[config.mk]
export PLATFORM = sky130hd
export DESIGN_NAME = alu_exec_unit
export DESIGN_NICKNAME = d
export VERILOG_FILES = /design/src/rtl/alu_exec_unit.sv
export SDC_FILE = /design/constraint.sdc
export NUM_CORES = 1
export LEC_CHECK = 0
export ABC_AREA = 1
export CAP_MARGIN = 40
export CORE_MARGIN = 1.5
export CORE_UTILIZATION = 60
export DETAILED_ROUTE_END_ITERATION = 8
export PLACE_DENSITY = 0.85
export SLEW_MARGIN = 20
export SYNTH_ARGS = -nofsm -noshare
export SYNTH_HDL_FRONTEND = slang
export SYNTH_SLANG_ARGS = --single-unit
[constraint.sdc]
create_clock -name clk -period 2.6 [get_ports clk]
set_clock_uncertainty 0.05 [all_clocks]
set_input_delay 0.52 -clock clk [delete_from_list [all_inputs] [get_ports clk]]
set_output_delay 0.52 -clock clk [all_outputs]
set_load 0.02 [all_outputs]
[src/rtl/alu_exec_unit.sv]
// rtl/alu_exec_unit.sv - execute-stage ALU with valid/ready handshake and iterative 1-bit shifter
module alu_exec_unit #(
  parameter int WIDTH = 32,
  parameter int SHW   = $clog2(WIDTH)
) (
  input  logic             clk,
  input  logic             rst_n,
  input  logic             in_valid,
  output logic             in_ready,
  input  logic [3:0]       alu_ctrl,
  input  logic [WIDTH-1:0] op_a,
  input  logic [WIDTH-1:0] op_b,
  output logic             out_valid,
  input  logic             out_ready,
  output logic [WIDTH-1:0] result,
  output logic             zero,
  output logic             illegal,
  output logic             busy
);

  localparam logic [3:0] OP_ADD  = 4'd0;
  localparam logic [3:0] OP_SUB  = 4'd1;
  localparam logic [3:0] OP_AND  = 4'd2;
  localparam logic [3:0] OP_OR   = 4'd3;
  localparam logic [3:0] OP_XOR  = 4'd4;
  localparam logic [3:0] OP_SLL  = 4'd8;
  localparam logic [3:0] OP_SRL  = 4'd9;
  localparam logic [3:0] OP_SRA  = 4'd10;
  localparam logic [3:0] OP_SLT  = 4'd11;
  localparam logic [3:0] OP_SLTU = 4'd12;
  localparam logic [3:0] OP_EQ   = 4'd13;
  localparam logic [3:0] OP_NE   = 4'd14;

  typedef enum logic [1:0] {IDLE, CALC, SHIFT, DONE} state_t;

  state_t           state, state_nxt;
  logic [3:0]       ctrl_q;
  logic [WIDTH-1:0] a_q, b_q, shreg, shifted, calc_res;
  logic [SHW-1:0]   cnt, shamt;
  logic             calc_ill, is_shift, accept;

  assign in_ready  = (state == IDLE) | ((state == DONE) & out_ready);
  assign accept    = in_valid & in_ready;
  assign out_valid = (state == DONE);
  assign busy      = (state != IDLE);
  assign zero      = (result == '0);
  assign shamt     = b_q[SHW-1:0];
  assign is_shift  = (ctrl_q == OP_SLL) | (ctrl_q == OP_SRL) | (ctrl_q == OP_SRA);

  // SRA fills from the captured sign bit, not the partially shifted register
  always_comb begin
    shifted = {1'b0, shreg[WIDTH-1:1]};
    if (ctrl_q == OP_SLL)
      shifted = {shreg[WIDTH-2:0], 1'b0};
    else if (ctrl_q == OP_SRA)
      shifted = {a_q[WIDTH-1], shreg[WIDTH-1:1]};
  end

  always_comb begin
    calc_res = '0;
    calc_ill = 1'b0;
    case (ctrl_q)
      OP_ADD:  calc_res = a_q + b_q;
      OP_SUB:  calc_res = a_q - b_q;
      OP_AND:  calc_res = a_q & b_q;
      OP_OR:   calc_res = a_q | b_q;
      OP_XOR:  calc_res = a_q ^ b_q;
      OP_SLL, OP_SRL, OP_SRA: calc_res = a_q;
      OP_SLT:  calc_res = WIDTH'($signed(a_q) < $signed(b_q));
      OP_SLTU: calc_res = WIDTH'(a_q < b_q);
      OP_EQ:   calc_res = WIDTH'(a_q == b_q);
      OP_NE:   calc_res = WIDTH'(a_q != b_q);
      default: calc_ill = 1'b1;
    endcase
  end

  always_comb begin
    state_nxt = state;
    case (state)
      IDLE:  if (in_valid) state_nxt = CALC;
      CALC:  state_nxt = (is_shift && shamt != '0) ? SHIFT : DONE;
      SHIFT: if (cnt == SHW'(1)) state_nxt = DONE;
      DONE:  if (out_ready) state_nxt = in_valid ? CALC : IDLE;
      default: state_nxt = IDLE;
    endcase
  end

  always_ff @(posedge clk or negedge rst_n) begin
    if (!rst_n) begin
      state   <= IDLE;
      ctrl_q  <= '0;
      a_q     <= '0;
      b_q     <= '0;
      shreg   <= '0;
      cnt     <= '0;
      result  <= '0;
      illegal <= 1'b0;
    end else begin
      state <= state_nxt;
      if (accept) begin
        ctrl_q <= alu_ctrl;
        a_q    <= op_a;
        b_q    <= op_b;
      end
      case (state)
        CALC: begin
          if (is_shift && shamt != '0) begin
            shreg <= a_q;
            cnt   <= shamt;
          end else begin
            result  <= calc_res;
            illegal <= calc_ill;
          end
        end
        SHIFT: begin
          shreg <= shifted;
          cnt   <= cnt - SHW'(1);
          if (cnt == SHW'(1)) begin
            result  <= shifted;
            illegal <= 1'b0;
          end
        end
        default: ;
      endcase
    end
  end

endmodule

==> results by group <==
Floorplanning
  • Die Y: 149 um
  • Row Count: 53
  • Full die area: 22200 um^2
  • IO Pins: 109
  • Core area: 21000 um^2
  • Initial Utilization: 61.1%
  • Die width: 149 um

Synth
  • Post-synth ARST share: 100%
  • Number of flops mapped to enable cells by yosys: 0
  • Total number of yosys warnings: 0
  • FF+latch count, synth: 140
  • Cell Area, Synth: 12800 um^2
  • Top_reg_cell synth: dfrtp_1
  • Register area share after synthesis: 27.4%
  • Post-Synthesis Net Count: 2223
  • Cells after synthesis: 2043
  • Number of library cell types mapped by synthesis: 42
  • Syn Area/Cell: 6.27 um^2

Final layout
  • Layout cells sized above 1: 13.4%
  • Most frequent cells in the layout: nand2_1 (488), inv_1 (326), nor2_1 (269), a21oi_1 (200), buf_4 (162)
  • Antenna diode count: 0
  • Most common cell after layout, fill and taps aside: nand2_1
  • Fin nets: 2435
  • Synth-to-Final Area Change: 25.5%
  • Finished Cell Area: 16100 um^2
  • Final instance count without filler cells: 2543

Worst setup path
  • CP cell instances: inv_1 -> ha_2 -> nand2_1 -> nand3_1 -> nand2_1 -> nand2_2 -> nand2_1 -> nand2_1 -> nand2_1 -> nand3_1 -> nand3_2 -> a21oi_2 -> o21ai_1
  • Crit Path Max Fanout: 7
  • CP startpoint kind: flip-flop
  • Crit path arrival time: 3.02 ns
  • Most frequent CP cell: nand2_1
  • Slowest stage cell on the critical path: ha_2
  • Worst path max stage delay: 0.42 ns
  • WS Path Type: flip-flop to flip-flop
  • Req. time, crit path: 2.86 ns
  • Critical path endpoint category: flip-flop

Route
  • Routed WL: 51.8 mm
  • Detailed Route Iter0 Violations: 1681
  • DR vias/cell: 6.01
  • Via count: 15300
  • DRT Pass-1 Iters: 8
  • DR WL/cell: 20.4 um
  • Routed Antenna Nets: 0
  • DRC Markers: 0

Timing
  • Slew headroom: 51.4%
  • Final setup margin: -0.162 ns
  • Period minus WS final: 2.76 ns
  • Final setup vio count: 1
  • Fin. Hold Viols: 0
  • Final Cycle Share: 106%
  • Max frequency: 362 MHz
  • Fin. max-slew vios: 0
  • Slew @ Worst Pin: 0.728 ns

Clock tree
  • Root Buffer: clkbuf_16
  • Reg clk slew, reported paths: 0.07 ns
  • Later-pin clock latency in the skew report: 0.45 ns
  • Clock Tree Buf Depth: 2
  • CTS tree: built
  • Clock sinks: 140
  • Num CTS Buffers: 17
  • H-tree level count: 4

GRT
  • Pin count of the biggest net entering global routing: 69
  • Vias in the first global route: 14500
  • All-Layer GR Usage: 45.4%
  • Initial antenna violation count: 0
  • Total gr overflow: 0
  • First-pass GRT wire length: 76.7 mm

Flow run
  • Max-Cap Viols: 0

Place
  • Area post-placement: 15200 um^2
  • Placed cells: 2505
  • Detailed placement HPWL: 38.3 mm
  • Placer congestion estimate: 1.10
  • I/O Buffers: 108

Worst hold path
  • HP Class: input port to async pin

Run status
  • Failing checks: setup timing
  • Status: finished with violations
critical path, delay by kind of cell (launching register included):
kind | cells | cell delay, ns
flops | 1 | 0.40
compound gates | 2 | 0.44
buf+inv | 1 | 0.09
simple gates | 9 | 1.22
fa+ha+maj | 1 | 0.42
cell usage after synthesis (2+ instances only):
master	n	share of area, %
nor4_1	11	0.54
buf_1	5	0.15
nor3_2	2	0.16
buf_6	8	0.70
fa_1	2	0.31
a221oi_1	24	1.6
and2_1	3	0.15
o21ai_1	8	0.31
nor2_2	7	0.34
nor3_1	16	0.63
clkbuf_1	24	0.70
nor2_4	3	0.26
nand2_2	2	0.098
nand3_2	2	0.16
buf_2	41	1.6
nand4_1	15	0.73
inv_2	7	0.21
nand3_1	123	4.8
xnor2_1	2	0.14
buf_4	10	0.59
o211ai_1	6	0.35
and3_1	2	0.098
dfrtp_1	140	27
xor2_1	4	0.27
o22ai_1	29	1.4
a31oi_1	6	0.29
o21ai_0	102	4.0
o21bai_1	8	0.47
a21oi_1	205	8.0
nor2_1	280	8.2
ha_1	106	10
nand2_1	504	15
inv_1	327	9.6
routing by layer:
layer / global-route usage [%] / vias to the layer above / part of all wire (%)
met5: 0 / - / 0.073
met4: 38.3 / 2 / 9.8
met3: 9.11 / 307 / 11
met2: 72.8 / 1103 / 44
met1: 52.3 / 6943 / 35
li1: - / 6935 / -
final timing paths:
kind / from / to / slack, ns / cells after the start
min: rst_n / a_q[6]$_DFFE_PN0P_ / 0.03 / 1
max in group asynchronous: rst_n / shreg[15]$_DFFE_PN0P_ / 1.78 / 2
max: b_q[2]$_DFFE_PN0P_ / result[11]$_DFFE_PN0P_ / -0.16 / 13
min reg2reg: shreg[0]$_DFFE_PN0P_ / shreg[0]$_DFFE_PN0P_ / 0.48 / 2
max reg2reg: b_q[2]$_DFFE_PN0P_ / result[11]$_DFFE_PN0P_ / -0.16 / 13
min in group clk: shreg[0]$_DFFE_PN0P_ / shreg[0]$_DFFE_PN0P_ / 0.48 / 2
metrics by stage:
stage | hold slack, ns | setup TNS [ns] | util [%] | worst slack, ns
2_1_floorplan | 0.174 | 0 | - | 0.504
3_3_place_gp | 0.417 | -0.338 | 72.4 | -0.248
3_5_place_dp | 0.433 | -0.381 | 72.4 | -0.284
4_1_cts | 0.0385 | 0 | 75.3 | 0.00778
5_1_grt | 0.0681 | -0.666 | 76.6 | -0.242
6_report | 0.0258 | -0.162 | 76.6 | -0.162
registers in the layout, indices dropped and copies added, names as in the netlist:
name,cells
b_q,32
cnt,5
illegal,1
state,2
shreg,32
ctrl_q,4
a_q,32
result,32
cell families (layout without fill, tap and decap cells):
kind of cell               count (synthesis)  in the layout  synth area share (%)
and+or+nand+nor                          972            972                  31.1
buffers and inverters                    422            647                  13.5
AOI/OAI and AO/OA                        395            395                  17.0
DFF                                      140            140                  27.4
adders and majority gates                108            108                  10.7
xor gates and xnor gates                   6              6                 0.410
area by class of cell:
type                            instances  area [um^2]
Clock buffer                           18          429
Clock inverter                         14          125
Multi-Input combinational cell       1481         7890
Fill cell                            1595         4890
Sequential cell                       140         3500
Tap cell                              275          344
Timing Repair Buffer                  281         2520
Inverter                              334         1250
repair_timing:
action	in CTS	in global routing
pin swaps	1	3
gates resized for setup	13	73
hold buffers	0	0
buffers inserted	1	5
setup endpoints to repair	4	30
Power is not shown: default switching activity piles up to over one toggle a cycle in this logic, so the estimate is an artifact.
